File: src/rtl/alu_issue_pkg.sv
// Shared definitions for the ID/EX issue stage: RV32I opcodes, ALU control
// codes ({funct7[5], funct3}) and the immediate format selector.
// Imported by alu_issue_stage and imm_gen.
package alu_issue_pkg;

  localparam logic [6:0] OPC_OP     = 7'b0110011;
  localparam logic [6:0] OPC_OPIMM  = 7'b0010011;
  localparam logic [6:0] OPC_LOAD   = 7'b0000011;
  localparam logic [6:0] OPC_STORE  = 7'b0100011;
  localparam logic [6:0] OPC_BRANCH = 7'b1100011;
  localparam logic [6:0] OPC_LUI    = 7'b0110111;
  localparam logic [6:0] OPC_AUIPC  = 7'b0010111;
  localparam logic [6:0] OPC_JAL    = 7'b1101111;
  localparam logic [6:0] OPC_JALR   = 7'b1100111;

  localparam logic [3:0] ALU_ADD  = 4'b0000;
  localparam logic [3:0] ALU_SLL  = 4'b0001;
  localparam logic [3:0] ALU_SLT  = 4'b0010;
  localparam logic [3:0] ALU_SLTU = 4'b0011;
  localparam logic [3:0] ALU_XOR  = 4'b0100;
  localparam logic [3:0] ALU_SRL  = 4'b0101;
  localparam logic [3:0] ALU_OR   = 4'b0110;
  localparam logic [3:0] ALU_AND  = 4'b0111;
  localparam logic [3:0] ALU_SUB  = 4'b1000;
  localparam logic [3:0] ALU_SRA  = 4'b1101;

  localparam logic [2:0] F3_SLL = 3'b001;
  localparam logic [2:0] F3_SRX = 3'b101;

  typedef enum logic [2:0] {
    IMM_NONE,
    IMM_I,
    IMM_S,
    IMM_B,
    IMM_U,
    IMM_J
  } imm_fmt_t;

endpackage

File: src/rtl/alu_issue_stage_imm_gen.sv
// Immediate generator: extracts the sign-extended immediate of the selected format.
// Latency: combinational (0 cycles).
// Backpressure: none, pure function of its inputs.
// Ports: instr (raw instruction), fmt (immediate format), imm (32-bit result).
module imm_gen
  import alu_issue_pkg::*;
(
  input  logic [31:0] instr,
  input  imm_fmt_t    fmt,
  output logic [31:0] imm
);

  // Opcode bits never carry immediate payload.
  logic unused_opcode;
  assign unused_opcode = ^instr[6:0];

  always_comb begin
    imm = '0;
    unique case (fmt)
      IMM_I:   imm = {{20{instr[31]}}, instr[31:20]};
      IMM_S:   imm = {{20{instr[31]}}, instr[31:25], instr[11:7]};
      IMM_B:   imm = {{19{instr[31]}}, instr[31], instr[7], instr[30:25], instr[11:8], 1'b0};
      IMM_U:   imm = {instr[31:12], 12'b0};
      IMM_J:   imm = {{11{instr[31]}}, instr[31], instr[19:12], instr[20], instr[30:21], 1'b0};
      default: imm = '0;
    endcase
  end

endmodule

File: src/rtl/alu_issue_stage.sv
// ID/EX issue stage: decodes RV32I, selects ALU operands/control, registers them for execute.
// Latency: 1 cycle from accepted input to out_valid.
// Backpressure: in_ready = !out_valid || out_ready; held entry is bit-stable while !out_ready.
// Ports: clock/reset_n (async active-low); in_* decode-side handshake and operands;
//   flush kills the held entry and drops the input; out_* registered execute-side entry.
// Optional: define ALU_ISSUE_PERF_EN to add perf_issued / perf_stall counters.
// Only DATA_W = 32 is supported.
module alu_issue_stage
  import alu_issue_pkg::*;
#(
  parameter int DATA_W = 32,
  parameter int CTRL_W = 4
) (
  input  logic              clock,
  input  logic              reset_n,
  input  logic              in_valid,
  output logic              in_ready,
  input  logic [31:0]       in_instr,
  input  logic [DATA_W-1:0] in_pc,
  input  logic [DATA_W-1:0] in_rs1_data,
  input  logic [DATA_W-1:0] in_rs2_data,
  input  logic              flush,
  output logic              out_valid,
  input  logic              out_ready,
  output logic [DATA_W-1:0] out_a,
  output logic [DATA_W-1:0] out_b,
  output logic [CTRL_W-1:0] out_control,
  output logic [DATA_W-1:0] out_imm,
  output logic [DATA_W-1:0] out_rs2_data,
  output logic              out_illegal,
  output logic [DATA_W-1:0] out_pc
`ifdef ALU_ISSUE_PERF_EN
  ,
  output logic [31:0]       perf_issued,
  output logic [31:0]       perf_stall
`endif
);

  logic [6:0]        opcode;
  logic [2:0]        funct3;
  imm_fmt_t          imm_fmt;
  logic [DATA_W-1:0] imm_raw;
  logic [DATA_W-1:0] dec_a;
  logic [DATA_W-1:0] dec_b;
  logic [DATA_W-1:0] dec_imm;
  logic [CTRL_W-1:0] dec_ctrl;
  logic              dec_illegal;
  logic              load;

  assign opcode = in_instr[6:0];
  assign funct3 = in_instr[14:12];

  imm_gen u_imm_gen (
    .instr (in_instr),
    .fmt   (imm_fmt),
    .imm   (imm_raw)
  );

  always_comb begin
    imm_fmt     = IMM_NONE;
    dec_a       = '0;
    dec_b       = '0;
    dec_ctrl    = ALU_ADD;
    dec_illegal = 1'b0;
    unique case (opcode)
      OPC_OP: begin
        dec_a    = in_rs1_data;
        dec_b    = in_rs2_data;
        dec_ctrl = {in_instr[30], funct3};
      end
      OPC_OPIMM: begin
        imm_fmt  = IMM_I;
        dec_a    = in_rs1_data;
        // Shifts take only the 5-bit shamt; instr[30] lives in the same
        // field and would otherwise pollute the shift amount.
        if (funct3 == F3_SLL || funct3 == F3_SRX) begin
          dec_b = {27'b0, in_instr[24:20]};
        end else begin
          dec_b = imm_raw;
        end
        // instr[30] selects SRA only; ADDI with imm[10]=1 must stay an add.
        dec_ctrl = {(funct3 == F3_SRX) ? in_instr[30] : 1'b0, funct3};
      end
      OPC_LOAD: begin
        imm_fmt = IMM_I;
        dec_a   = in_rs1_data;
        dec_b   = imm_raw;
      end
      OPC_STORE: begin
        imm_fmt = IMM_S;
        dec_a   = in_rs1_data;
        dec_b   = imm_raw;
      end
      OPC_BRANCH: begin
        imm_fmt  = IMM_B;
        dec_a    = in_rs1_data;
        dec_b    = in_rs2_data;
        dec_ctrl = ALU_SUB;
      end
      OPC_LUI: begin
        imm_fmt = IMM_U;
        dec_b   = imm_raw;
      end
      OPC_AUIPC: begin
        imm_fmt = IMM_U;
        dec_a   = in_pc;
        dec_b   = imm_raw;
      end
      OPC_JAL: begin
        // ALU produces the link value pc+4; the target uses out_imm.
        imm_fmt = IMM_J;
        dec_a   = in_pc;
        dec_b   = 32'd4;
      end
      OPC_JALR: begin
        imm_fmt = IMM_I;
        dec_a   = in_pc;
        dec_b   = 32'd4;
      end
      default: begin
        dec_illegal = 1'b1;
      end
    endcase
  end

  // imm_gen already returns zero for IMM_NONE (R-type and illegal).
  assign dec_imm = imm_raw;

  assign in_ready = !out_valid || out_ready;
  assign load     = in_valid && in_ready && !flush;

  always_ff @(posedge clock or negedge reset_n) begin
    if (!reset_n) begin
      out_valid    <= 1'b0;
      out_a        <= '0;
      out_b        <= '0;
      out_control  <= '0;
      out_imm      <= '0;
      out_rs2_data <= '0;
      out_illegal  <= 1'b0;
      out_pc       <= '0;
    end else if (flush) begin
      out_valid <= 1'b0;
    end else if (load) begin
      out_valid    <= 1'b1;
      out_a        <= dec_a;
      out_b        <= dec_b;
      out_control  <= dec_ctrl;
      out_imm      <= dec_imm;
      out_rs2_data <= in_rs2_data;
      out_illegal  <= dec_illegal;
      out_pc       <= in_pc;
    end else if (out_ready) begin
      out_valid <= 1'b0;
    end
  end

`ifdef ALU_ISSUE_PERF_EN
  always_ff @(posedge clock or negedge reset_n) begin
    if (!reset_n) begin
      perf_issued <= '0;
      perf_stall  <= '0;
    end else begin
      if (load) begin
        perf_issued <= perf_issued + 32'd1;
      end
      if (out_valid && !out_ready) begin
        perf_stall <= perf_stall + 32'd1;
      end
    end
  end
`endif

endmodule

File: config.mk
export PLATFORM = sky130hd
export DESIGN_NAME = alu_issue_stage
export DESIGN_NICKNAME = d
export VERILOG_FILES = /design/src/rtl/alu_issue_pkg.sv /design/src/rtl/alu_issue_stage_imm_gen.sv /design/src/rtl/alu_issue_stage.sv
export SDC_FILE = /design/constraint.sdc
export NUM_CORES = 1
export LEC_CHECK = 0
export ABC_AREA = 1
export CAP_MARGIN = 10
export CORE_MARGIN = 2
export CORE_UTILIZATION = 44
export CTS_CLUSTER_DIAMETER = 50
export CTS_CLUSTER_SIZE = 10
export DETAILED_ROUTE_END_ITERATION = 6
export GPL_ROUTABILITY_DRIVEN = 1
export PLACE_DENSITY = 0.8
export SLEW_MARGIN = 20
export SYNTH_ARGS = -nofsm -noshare
export SYNTH_HDL_FRONTEND = slang
export SYNTH_SLANG_ARGS = --single-unit
File: constraint.sdc
create_clock -name clock -period 1.7 [get_ports clock]
set_clock_uncertainty 0.15 [all_clocks]
set_input_delay 0.255 -clock clock [delete_from_list [all_inputs] [get_ports clock]]
set_output_delay 0.255 -clock clock [all_outputs]
set_load 0.05 [all_outputs]
# Word level (Yosys, flattened, before mapping)
# Index checks and enable logic that the tools add are counted.
# totals
register_bits	166
in_bits	133
out_inout_bits	167
wordCells	52
# op_classes
n_eq_ne	16
muxes	11
bitwise_logic	1
reduce_logical	16
# ops
operator	count
32-bit one-hot mux with 5 select lines	1
32-bit one-hot mux with 4 select lines	1
32-bit one-hot mux with 2 select lines	1
32-bit 2-to-1 mux	1
7-bit by 6-bit == test with 1-bit output (second input constant)	3
7-bit == test (second input constant)	3
3-bit one-hot mux with 5 select lines	1
7-bit by 5-bit == test with 1-bit output (second input constant)	2
4-bit one-hot mux with 3 select lines	1
3-bit == test (second input constant)	3
9-bit OR reduction	1
7-bit by 2-bit == test with 1-bit output (second input constant)	1
3-bit by 1-bit == test with 1-bit output (second input constant)	2
3-bit by 2-bit == test with 1-bit output (second input constant)	2
2-bit OR reduction	3
3-bit OR reduction	2
1-bit 2-to-1 mux	5
5-bit OR reduction	1
4-bit OR reduction	1
3-bit nonzero test	1
1-bit logical AND	2
1-bit zero test	2
1-bit logical OR	2
2-bit AND reduction	1
1-bit NOT	1

# Longest topological paths before layout
# Gate-level depths: netlist of run 1.
# depth
word_depth	7
mapped_depth	13
ltp_nobuf	11

# Cells and area by module
# Synthesis of run 1 repeated with hierarchy kept, for this count alone.
# hier_totals
hier_cells	1025
area_unflattened_um2	7845.0
# modules_own_cells
mod	n_inst	cells_per_inst	area_each_um2	seq_area_each_um2
alu_issue_stage	1	933	7392.1	4154.0
imm_gen	1	92	452.9	0.0

# Least setup slack after synthesis of run 1
# OpenSTA, ideal clock, no wires.
# synth_timing
kind	register -> register
startpoint	register out_valid
endpoint	register out_a[16]
setup_ns	0.077
arrival_time_ns	1.677
required_time_ns	1.473
path_slack_ns	-0.205
stages_incl_launch_ff	9
path_buffers	2
period_less_slack_ns	1.905
cell_sequence	dfrtp_1 inv_1 nor2_1 nor3_2 inv_1 clkbuf_1 buf_1 a21oi_1 a21oi_1
# synth_via
elab_chain_len	5
# synth_rtl
element	line_no	rtl
start, declared	alu_issue_stage.sv:23	output logic out_valid,
start signal, assigned	alu_issue_stage.sv:134	out_valid <= 1'b0;
start signal, assigned	alu_issue_stage.sv:143	out_valid <= 1'b0;
start signal, assigned	alu_issue_stage.sv:145	out_valid <= 1'b1;
1-bit zero test	alu_issue_stage.sv:129	assign in_ready = !out_valid || out_ready;
1-bit logical OR	alu_issue_stage.sv:129	
1-bit logical AND (2 in a row)	alu_issue_stage.sv:130	assign load = in_valid && in_ready && !flush;
2-bit AND reduction (no source line)	--	
end signal, assigned	alu_issue_stage.sv:135	out_a <= '0;
end signal, assigned	alu_issue_stage.sv:146	out_a <= dec_a;
end, declared	alu_issue_stage.sv:25	output logic [DATA_W-1:0] out_a,
# Every way passes these cells.
# A chain may end at the register's enable or synchronous reset.

# Final worst setup path of run 1
# layout_timing
startpoint	register out_valid
endpoint	output port in_ready
# layout_via
elab_chain_len	2
# layout_rtl
element	line_no	rtl
1-bit zero test	alu_issue_stage.sv:129	
1-bit logical OR	alu_issue_stage.sv:129	
end, declared	alu_issue_stage.sv:17	output logic in_ready,
# Every way passes these cells.

==> impl_results.md, run 1 <==
- Crit path time final: 1650 ps
- Slowest CP cell: dfrtp_2
- Slew Limit Headroom: around four fifths
- Maximum VDD drop: slightly above 0.7 mV
- Crit path from: out_valid$_DFFE_PN0P_
- Outcome: finished, final reports clean
- Initial Util: around 45%
- Total power: 12600 uW
- Worst r2r src: out_valid$_DFFE_PN0P_
- Setup TNS: 0 ps
- Number of fill cells: ~1300
- HPWL after DPL: between 20 and 25 mm
- Die W: around 140 um
- Die area: 18700 sq um
- CTS tree: built
- Max Slew Vio Count: 0
- Maximum number of pins on one net before global-route repair: 68
- Wirelength per Cell: approximately 18 um
- Req. time, crit path: ~1300 ps
- Worst hold path type: input pin to async pin
- CTS buffer count: 17
- Pre-Repair DR Iteration Count: 6
- WP data arrival: between 1000 and 1500 ps
- PwrDens: roughly 1000 nW/um^2
- DR WL met3: between 2 and 3 mm
- Startpoint Class: flop
- Synth unique cells: 24
- Setup ws final: ~55 ps
- Initial drt markers: roughly 550
- Num Clock Sinks: around 170
- Period utilization: 96.8%
- Area grow syn2layout: 61.4%
- Crit Path Max Fanout: 2
- Synth Area per Inst: 7.57 sq um
- First-pass GRT wire length: 42.5 mm
- Synth area leaders: dfrtp_1, nand2_1, nor2_1
- Pleak: 0.00667 uW
- Largest area contributor in the netlist: dfrtp_1
- Via count: about 8400
- Vias in the first global route: 8202
- Most frequent cells in the layout: nand2_1, buf_4, dfrtp_1
- Drt drc: 0
- Clock Pin Slew Worst Setup and Hold Paths: 70 ps
- Routed wire length: between 20 and 30 mm
- CP Buf/Inv Count: 4
- IO buf count: 299
- Least-Margin Pin Slew: ~300 ps
- Utilization after layout: 72.6%
- Clock buffer depth: 2
- Critical path's top delay family: flip-flops
- Die Y: around 140 um
- H-tree levels: 4
- Row Count: 48
- Yosys top cell area share: about 54%
- Yosys Warn Count: 0
- RSZ-0062 raised after global routing: no
- Final Hold Viols: 0
- Pre-CTS WS: -532 ps
- M1 WL: between 10 and 15 mm
- DR top layer: met4
- Ant diodes: 0
- GR Util All Layers: slightly below 30%
- Setup violations, final: 0
- ANT nets after route: 0
- Final net count: approximately 1500
- Crit-path cells: inv_2 > nor2_4 > buf_6 > inv_4 > buf_8
- Mapped Area: between 7000 and 8000 sq um
- Critical Path End Type: primary output
- Root Driver: clkbuf_16
- Max cap viols: 0
- Core Box Area: around 17000 sq um
- Synth Register Bits: about 170
- Initial antenna violation count: 0
- Area post-placement: 11600 sq um
- CP max stage delay: around 410 ps
- Worst setup path category: flop to primary output
- Fmax: ~600 MHz
- DR vias/cell: ~5.2
- Grt ovf: 0
- Layout cell share with drive strength beyond 1: between 20% and 30%
- Post-Synthesis Cells: ~1000
- Commonest non-fill, non-tap cell in the layout: nand2_1
- Final instance area: approximately 13000 sq um
- Sequential fraction of the synthesis area: 53.6%
- Met2 wire len: ~14 mm
- Clk Latency, worst-skew pair: roughly 420 ps
- GPL Wtd Cong: 0.949
- Top Ports: 300
- Syn nets: roughly 1200
through the flow:
step                      hold slack [ps]  cells
after CTS                             107   1622
after global routing                  127   1626
after floorplan                      -191   1024
after global placement              -11.1   1587
after detailed placement            -7.22   1587
final                                 113   1626
cell usage after synthesis:
library cell  count
a21oi_1          63
nand2_2           2
buf_2            18
nor2_4            1
inv_1            25
nor2_1           94
buf_1             7
a31oi_1          25
inv_2             5
o21ai_0          12
dfrtp_1         166
nand2_4           1
nand4_1           1
clkbuf_1         26
nor3_1            1
buf_6             3
o21ai_2           1
nor3_2            1
nor2_8            1
nor2_2            3
buf_4             6
nand3_1          66
nand3_2           2
nand2_1         494
final timing paths:
path	slack (ps)	depth (start not counted)	to
max	50	5	in_ready
min	110	2	out_imm[10]$_DFFE_PN0P_
max reg2reg	80	8	out_a[30]$_DFFE_PN0P_
min reg2reg	320	2	out_pc[23]$_DFFE_PN0P_
max in group asynchronous	740	3	out_rs2_data[10]$_DFFE_PN0P_
min in group clock	260	3	out_pc[22]$_DFFE_PN0P_
where the power goes:
part	internal (uW)	total [uW]	switching (uW)	leakage, uW
Sequential	4400	4720	322	0.00210
Clock	2180	3830	1650	0.000273
Combinational	1430	4030	2600	0.00430
area by class of cell:
| cell class | instances | area (sq um) | share of cell area (%) |
|---|---|---|---|
| Inverter | 30 | 118 | 0.940 |
| Sequential cell | 166 | 4160 | 33.2 |
| Tap cell | 225 | 282 | 2.25 |
| Timing Repair Buffer | 406 | 4040 | 32.2 |
| Multi-Input combinational cell | 768 | 3350 | 26.8 |
| Clock buffer | 19 | 433 | 3.46 |
| Clock inverter | 12 | 143 | 1.14 |
flip-flops by register name, indices dropped and copies added (netlist names):
signal        cells
out_imm          32
out_valid         1
out_control       4
out_b            32
out_pc           32
out_rs2_data     32
out_illegal       1
out_a            32
layer usage:
| layer | up-vias | track usage, % |
|---|---|---|
| li1 | 3957 | - |
| met1 | 3969 | 35.7 |
| met2 | 413 | 49.8 |
| met3 | 70 | 8.93 |
| met4 | 0 | 12.9 |
| met5 | - | 0 |
timing repair:
action | in CTS | in global routing
cloned | 0 | 3
pin swaps | 2 | 5
gates resized for setup | 28 | 38
hold buffers | 1 | 0
endpoints found under the hold margin | 166 | 0
endpoints found under the setup margin | 56 | 90
buffers inserted | 3 | 1
kinds of logic after synthesis:
| logic type | Yosys count | share of synthesized area [%] |
|---|---|---|
| buffers and inverters | 90 | 5.23 |
| AO/OA/AOI/OAI | 101 | 6.97 |
| flip-flops | 166 | 53.6 |
| AND/OR/NAND/NOR | 667 | 34.2 |
No activity file was read; power rests on OpenSTA's default activity.
==> run 2, diff against run 1 <==
--- a/config.mk
+++ b/config.mk
@@ -14,6 +14,7 @@
 export DETAILED_ROUTE_END_ITERATION = 6
 export GPL_ROUTABILITY_DRIVEN = 1
 export PLACE_DENSITY = 0.8
+export SKIP_LAST_GASP = 1
 export SLEW_MARGIN = 20
 export SYNTH_ARGS = -nofsm -noshare
 export SYNTH_HDL_FRONTEND = slang
==> run 2 against run 1 <==
  * Cell area about the same
  * Clock power is essentially flat
  * Sequential power about the same
  * Cell count did not move
  * Global-route usage did not move
  * Utilization fell by 0.065 points
  * Wire length shrank 0.29%
  * Register-to-register slack hardly changed
  * Critical path depth stayed put
  * Via count shrank 0.14%
  * Sequential share of layout area barely moved
  * Largest cell class unchanged
  * Largest power group unchanged
==> impl_results.md, run 2 (synthesized netlist as in run 1, its figures left out) <==
- Crit-path cells: inv_2 > nor2_4 > buf_6 > inv_4 > buf_8 (unchanged)
- Initial Util: 45.0% (unchanged)
- Hold_ws: 113 ps (about the same)
- WP data arrival: 1240 ps (about the same)
- Root Driver: clkbuf_16 (unchanged)
- Clk Latency, worst-skew pair: 420 ps (about the same)
- Maximum VDD drop: 0.720 mV (was 0.723 mV)
- Crit Path Max Fanout: 2 (unchanged)
- IO buf count: 299 (unchanged)
- Grt ovf: 0 (unchanged)
- Die Y: 137 um (unchanged)
- CTS tree: built (unchanged)
- Worst r2r src: out_valid$_DFFE_PN0P_ (unchanged)
- Drt drc: 0 (unchanged)
- Critical Path End Type: primary output (unchanged)
- CTS buffer count: 17 (unchanged)
- Num Clock Sinks: 166 (unchanged)
- Utilization after layout: 72.5% (was 72.6%)
- Area grow syn2layout: 61.3% (was 61.4%)
- Final std cells w/o fill: 1626 (unchanged)
- Max Slew Vio Count: 0 (unchanged)
- ANT nets after route: 0 (unchanged)
- Max cap viols: 0 (unchanged)
- Die W: 137 um (unchanged)
- Crit path depth: 5 (unchanged)
- Pint: 8010 uW (about the same)
- CP Buf/Inv Count: 4 (unchanged)
- Critical path's top delay family: flip-flops (unchanged)
- Crit path from: out_valid$_DFFE_PN0P_ (unchanged)
- Initial antenna violation count: 0 (unchanged)
- First-pass GRT wire length: 42.5 mm (unchanged)
- Worst setup path category: flop to primary output (unchanged)
- Wirelength per Cell: 17.5 um (about the same)
- Die area: 18700 sq um (unchanged)
- Clock buffer depth: 2 (unchanged)
- Crit Reg-Reg Endpoint: out_imm[20]$_DFFE_PN0P_ (was out_a[30]$_DFFE_PN0P_)
- Core Box Area: 17200 sq um (unchanged)
- Final Hold Viols: 0 (unchanged)
- Period utilization: 96.8% (about the same)
- Crit path time final: 1650 ps (about the same)
- Via count: 8397 (was 8409)
- Combinational Power Share: 32.0% (about the same)
- Switching power: 4570 uW (about the same)
- DR vias/cell: 5.16 (was 5.17)
- Area post-placement: 11600 sq um (unchanged)
- Worst hold path type: input pin to async pin (unchanged)
- Final net count: 1522 (unchanged)
- Fmax: 608 MHz (about the same)
- Slowest CP cell: dfrtp_2 (unchanged)
- Top Ports: 300 (unchanged)
- Ant diodes: 0 (unchanged)
- H-tree levels: 4 (unchanged)
- Vias in the first global route: 8202 (unchanged)
- Net Sw Frac: 36.3% (about the same)
- HPWL after DPL: 21.2 mm (unchanged)
- Final instance area: 12500 sq um (about the same)
- Slew Limit Headroom: 80.6% (was 80.3%)
- Worst reg2reg path depth: 8 (unchanged)
- CP max stage delay: 410 ps (about the same)
- Flop pwr share: 37.5% (about the same)
- Maximum number of pins on one net before global-route repair: 68 (unchanged)
- GR Util All Layers: 29.8% (unchanged)
- Layout cell share with drive strength beyond 1: 25.5% (unchanged)
- GPL Wtd Cong: 0.949 (unchanged)
- Clock Pin Slew Worst Setup and Hold Paths: 70 ps (about the same)
- RSZ-0062 raised after global routing: yes (was no)
- Routed wire length: 28.4 mm (was 28.5 mm)
- Pre-Repair DR Iteration Count: 5 (was 6)
- Worst R2R Setup Slack: 70 ps (was 80 ps)
- Req. time, crit path: 1290 ps (about the same)
- Outcome: finished, final reports clean (unchanged)
- Clock power frac: 30.5% (about the same)
- PwrDens: 1010 nW/um^2 (about the same)
- Least-Margin Pin Slew: 291 ps (was 295 ps)
- Most frequent cells in the layout: nand2_1, buf_4, dfrtp_1 (unchanged)
- Commonest non-fill, non-tap cell in the layout: nand2_1 (unchanged)
- Setup violations, final: 0 (unchanged)
- CP Capture Point: in_ready (unchanged)
- Row Count: 48 (unchanged)
- Startpoint Class: flop (unchanged)
- Initial drt markers: 545 (was 553)
- Pleak: 0.00667 uW (about the same)
- Placed insts: 1587 (unchanged)
run 2: worst min-delay path by stage:
stage | from | end | slack, ps | cells past startpoint
2_1_floorplan | reset_n | out_a[0]$_DFFE_PN0P_ | -190 | 0
3_3_place_gp | reset_n | out_imm[10]$_DFFE_PN0P_ | -10 | 1
3_5_place_dp | reset_n | out_imm[10]$_DFFE_PN0P_ | -7 | 1
4_1_cts | reset_n | out_b[30]$_DFFE_PN0P_ | 110 | 2
5_1_grt | reset_n | out_b[30]$_DFFE_PN0P_ | 130 | 2
6_report | reset_n | out_imm[10]$_DFFE_PN0P_ | 110 | 2
run 2: layout make-up:
class                   count  area (sq um)
clock buffers              19           433
well taps                 225           282
flip-flops and latches    166          4160
inverters                  30           118
multi-input cells         768          3350
repair buffers            406          4020
fillers                  1336          4730
clock inverters            12           143
run 2: worst register-to-register path: stages, from the launching register on:
cell,delay [ps]
dfrtp_2,410
inv_2,70
nor2_4,40
nor3_4,180
buf_12,160
buf_12,180
buf_4,170
nor2_1,50
a31oi_1,160
run 2: stage by stage:
step                      setup TNS [ps]  setup WS (ps)  power, uW
after floorplan                     -696          -34.8       6890
after global placement            -50010           -515       8720
after detailed placement          -53500           -532       8780
after CTS                          -39.7          -11.2      12600
after global routing               -8.85          -8.85      13000
final                                  0           54.0      12600
run 2: power by group through the flow:
stage,Combinational [uW],Sequential [uW],Clock (uW)
4_1_cts,4020,4710,3890
2_1_floorplan,603,6290,0
3_3_place_gp,3950,4770,0
5_1_grt,4220,4760,4060
3_5_place_dp,4000,4780,0
6_report,4020,4720,3840
run 2: what timing repair did:
action | in CTS | in global routing
gates resized for setup | 27 | 37
endpoints found under the setup margin | 56 | 90
buffers inserted | 3 | 1
endpoints found under the hold margin | 166 | 0
pin swaps | 2 | 5
hold buffers | 1 | 0
gates cloned | 0 | 3
run 2: routing by layer:
metal  GRT usage (%)  vias to the layer above  share of wire [%]
met3            8.93                       80                 10
met1            35.7                     3952                 38
li1                -                     3958                  -
met2            49.8                      407                 48
met5               0                        -                  0
met4            12.9                        0                4.2
==> run 3, diff against run 2 <==
--- a/config.mk
+++ b/config.mk
@@ -14,6 +14,7 @@
 export DETAILED_ROUTE_END_ITERATION = 6
 export GPL_ROUTABILITY_DRIVEN = 1
 export PLACE_DENSITY = 0.8
+export REMOVE_ABC_BUFFERS = 1
 export SKIP_LAST_GASP = 1
 export SLEW_MARGIN = 20
 export SYNTH_ARGS = -nofsm -noshare
==> run 3 against run 2 <==
  * Hold slack better by 69 ps
  * Cell area is 0.26% lower
  * Clock-buffer cell count is 1 lower
  * Via count is 1.9% lower
  * Die area stayed put
  * Sequential power is 1% lower
  * Largest power group unchanged
==> impl_results.md, run 3 (synthesized netlist as in run 1, its figures left out) <==
- Outcome: finished, final reports clean (unchanged)
- Clock Pin Slew Worst Setup and Hold Paths: 70 ps (about the same)
- Routed wire length: 27.9 mm (was 28.4 mm)
- DR vias/cell: 5.07 (was 5.16)
- Crit Path Max Fanout: 2 (unchanged)
- Area post-placement: 11400 sq um (was 11600 sq um)
- Setup violations, final: 0 (unchanged)
- CTS tree: built (unchanged)
- Net Sw Frac: 35.6% (was 36.3%)
- Wirelength per Cell: 17.1 um (was 17.5 um)
- Commonest non-fill, non-tap cell in the layout: nand2_1 (unchanged)
- Total power: 12900 uW (was 12600 uW)
- Combinational Power Share: 30.5% (was 32.0%)
- Pint: 8280 uW (was 8010 uW)
- GPL Wtd Cong: 0.893 (was 0.949)
- FF/Latch Area: 4150 sq um (was 4160 sq um)
- Final Hold Viols: 0 (unchanged)
- Utilization after layout: 72.4% (was 72.5%)
- Most used cell, CP: inv_1
- Grt ovf: 0 (unchanged)
- Vias in the first global route: 8161 (was 8202)
- Slowest CP cell: dfrtp_1 (was dfrtp_2)
- WP data arrival: 1250 ps (was 1240 ps)
- Worst setup path category: flop to primary output (unchanged)
- Initial drt markers: 598 (was 545)
- Layout cell share with drive strength beyond 1: 24.2% (was 25.5%)
- RSZ-0062 raised after global routing: yes (unchanged)
- Root Driver: clkbuf_16 (unchanged)
- Critical Path End Type: primary output (unchanged)
- Row Count: 48 (unchanged)
- Number of fill cells: 1362 (was 1336)
- Clk Latency, worst-skew pair: 430 ps (was 420 ps)
- Maximum VDD drop: 0.686 mV (was 0.720 mV)
- Initial antenna violation count: 3 (was 0)
- Final net count: 1518 (was 1522)
- Slew Limit Headroom: 75.9% (was 80.6%)
- Max Slew Vio Count: 0 (unchanged)
- CP max stage delay: 350 ps (was 410 ps)
- Worst hold path type: input pin to async pin (unchanged)
- Least-Margin Pin Slew: 361 ps (was 291 ps)
- ANT nets after route: 0 (unchanged)
- Period utilization: 97.5% (was 96.8%)
- Area grow syn2layout: 60.9% (was 61.3%)
- Crit-path cells: inv_1 > nor2_2 > inv_1 > buf_4 (was inv_2 > nor2_4 > buf_6 > inv_4 > buf_8)
- Switching power: 4580 uW (was 4570 uW)
- First-pass GRT wire length: 41.5 mm (was 42.5 mm)
- Die Y: 137 um (unchanged)
- GR Util All Layers: 28.8% (was 29.8%)
- Num Clock Sinks: 166 (unchanged)
- HPWL after DPL: 19.1 mm (was 21.2 mm)
- Clock buffer depth: 2 (unchanged)
- Clock power frac: 33.3% (was 30.5%)
- Drt drc: 0 (unchanged)
- PwrDens: 1030 nW/um^2 (was 1010 nW/um^2)
- Req. time, crit path: 1290 ps (about the same)
- Crit path time final: 1660 ps (was 1650 ps)
- Die area: 18700 sq um (unchanged)
- Hold_ws: 182 ps (was 113 ps)
- Maximum number of pins on one net before global-route repair: 54 (was 68)
- Fmax: 603 MHz (was 608 MHz)
- Pre-Repair DR Iteration Count: 5 (unchanged)
- Core Box Area: 17200 sq um (unchanged)
- Most frequent cells in the layout: nand2_1, buf_4, dfrtp_1 (unchanged)
- Max cap viols: 0 (unchanged)
- Flop pwr share: 36.3% (was 37.5%)
- Die W: 137 um (unchanged)
- Final instance area: 12500 sq um (about the same)
- H-tree levels: 4 (unchanged)
- CTS buffer count: 17 (unchanged)
- IO buf count: 299 (unchanged)
- Pleak: 0.00667 uW (about the same)
- Area occupied by multi-input gates: 3300 sq um (was 3350 sq um)
- Top Ports: 300 (unchanged)
- Initial Util: 45.0% (unchanged)
- Startpoint Class: flop (unchanged)
- Via count: 8235 (was 8397)
-- run 3: cell types whose count changed in the layout (fill, tap and decap cells not counted), moves of 4 or more --
cell	before	now
buf_6	8	4
nor2_4	11	5
buf_12	45	36
nor2_1	67	85
nor2_2	20	8
buf_4	217	222
-- run 3: per-stage QoR --
stage	instances	setup slack (ps)	TNS, ps
6_report	1625	42.1	0
5_1_grt	1625	-39.9	-84.9
4_1_cts	1608	-15.1	-21.0
3_5_place_dp	1572	-550	-54920
3_3_place_gp	1572	-506	-48650
2_1_floorplan	964	-9630	-1450080
-- run 3: layout make-up --
class,count,area share (%)
Antenna cell,2,0.0401
Clock buffer,18,3.52
Clock inverter,14,1.69
Inverter,30,0.943
Multi-Input combinational cell,768,26.5
Sequential cell,166,33.3
Tap cell,225,2.26
Timing Repair Buffer,402,31.7
-- run 3: repair_timing --
action                                  CTS  global route
hold buffers                              1             0
gates resized for setup                  12            31
endpoints found under the setup margin   77            87
endpoints found under the hold margin   166             0
cloned                                    1             5
pin swaps                                 4            11
setup buffers                             2            10
-- run 3: worst max-delay path, delay by kind of cell (launching register included) --
family                 cells  cell delay [ps]
buffers and inverters      3              320
flip-flops                 1              350
AND/OR/NAND/NOR            1              150
-- run 3: routing by layer --
layer / track usage, % / part of all wire (%)
met5: 0 / 0
met4: 12.3 / 3.6
met3: 9.96 / 9.9
met2: 49.4 / 49
met1: 32.7 / 37
-- run 3: path summary, 6_finish.rpt --
kind | start | to | slack, ps | cells after the start
worst min register to register | out_rs2_data[17]$_DFFE_PN0P_ | out_rs2_data[17]$_DFFE_PN0P_ | 320 | 2
worst max-delay path | out_valid$_DFFE_PN0P_ | in_ready | 40 | 4
max in group asynchronous | reset_n | out_pc[20]$_DFFE_PN0P_ | 620 | 3
worst max register to register | out_valid$_DFFE_PN0P_ | out_a[1]$_DFFE_PN0P_ | 80 | 8
worst min-delay path | reset_n | out_rs2_data[19]$_DFFE_PN0P_ | 180 | 2
min in group clock | in_rs2_data[26] | out_rs2_data[26]$_DFFE_PN0P_ | 250 | 3
-- run 3: power by group through the flow --
| stage | registers [uW] | logic, uW | clock network [uW] |
|---|---|---|---|
| global placement | 4720 | 3820 | 0 |
| floorplan | 6290 | 607 | 0 |
| CTS | 4660 | 3890 | 4320 |
| global route | 4710 | 4140 | 4500 |
| finish | 4660 | 3920 | 4280 |
| detailed placement | 4730 | 3870 | 0 |
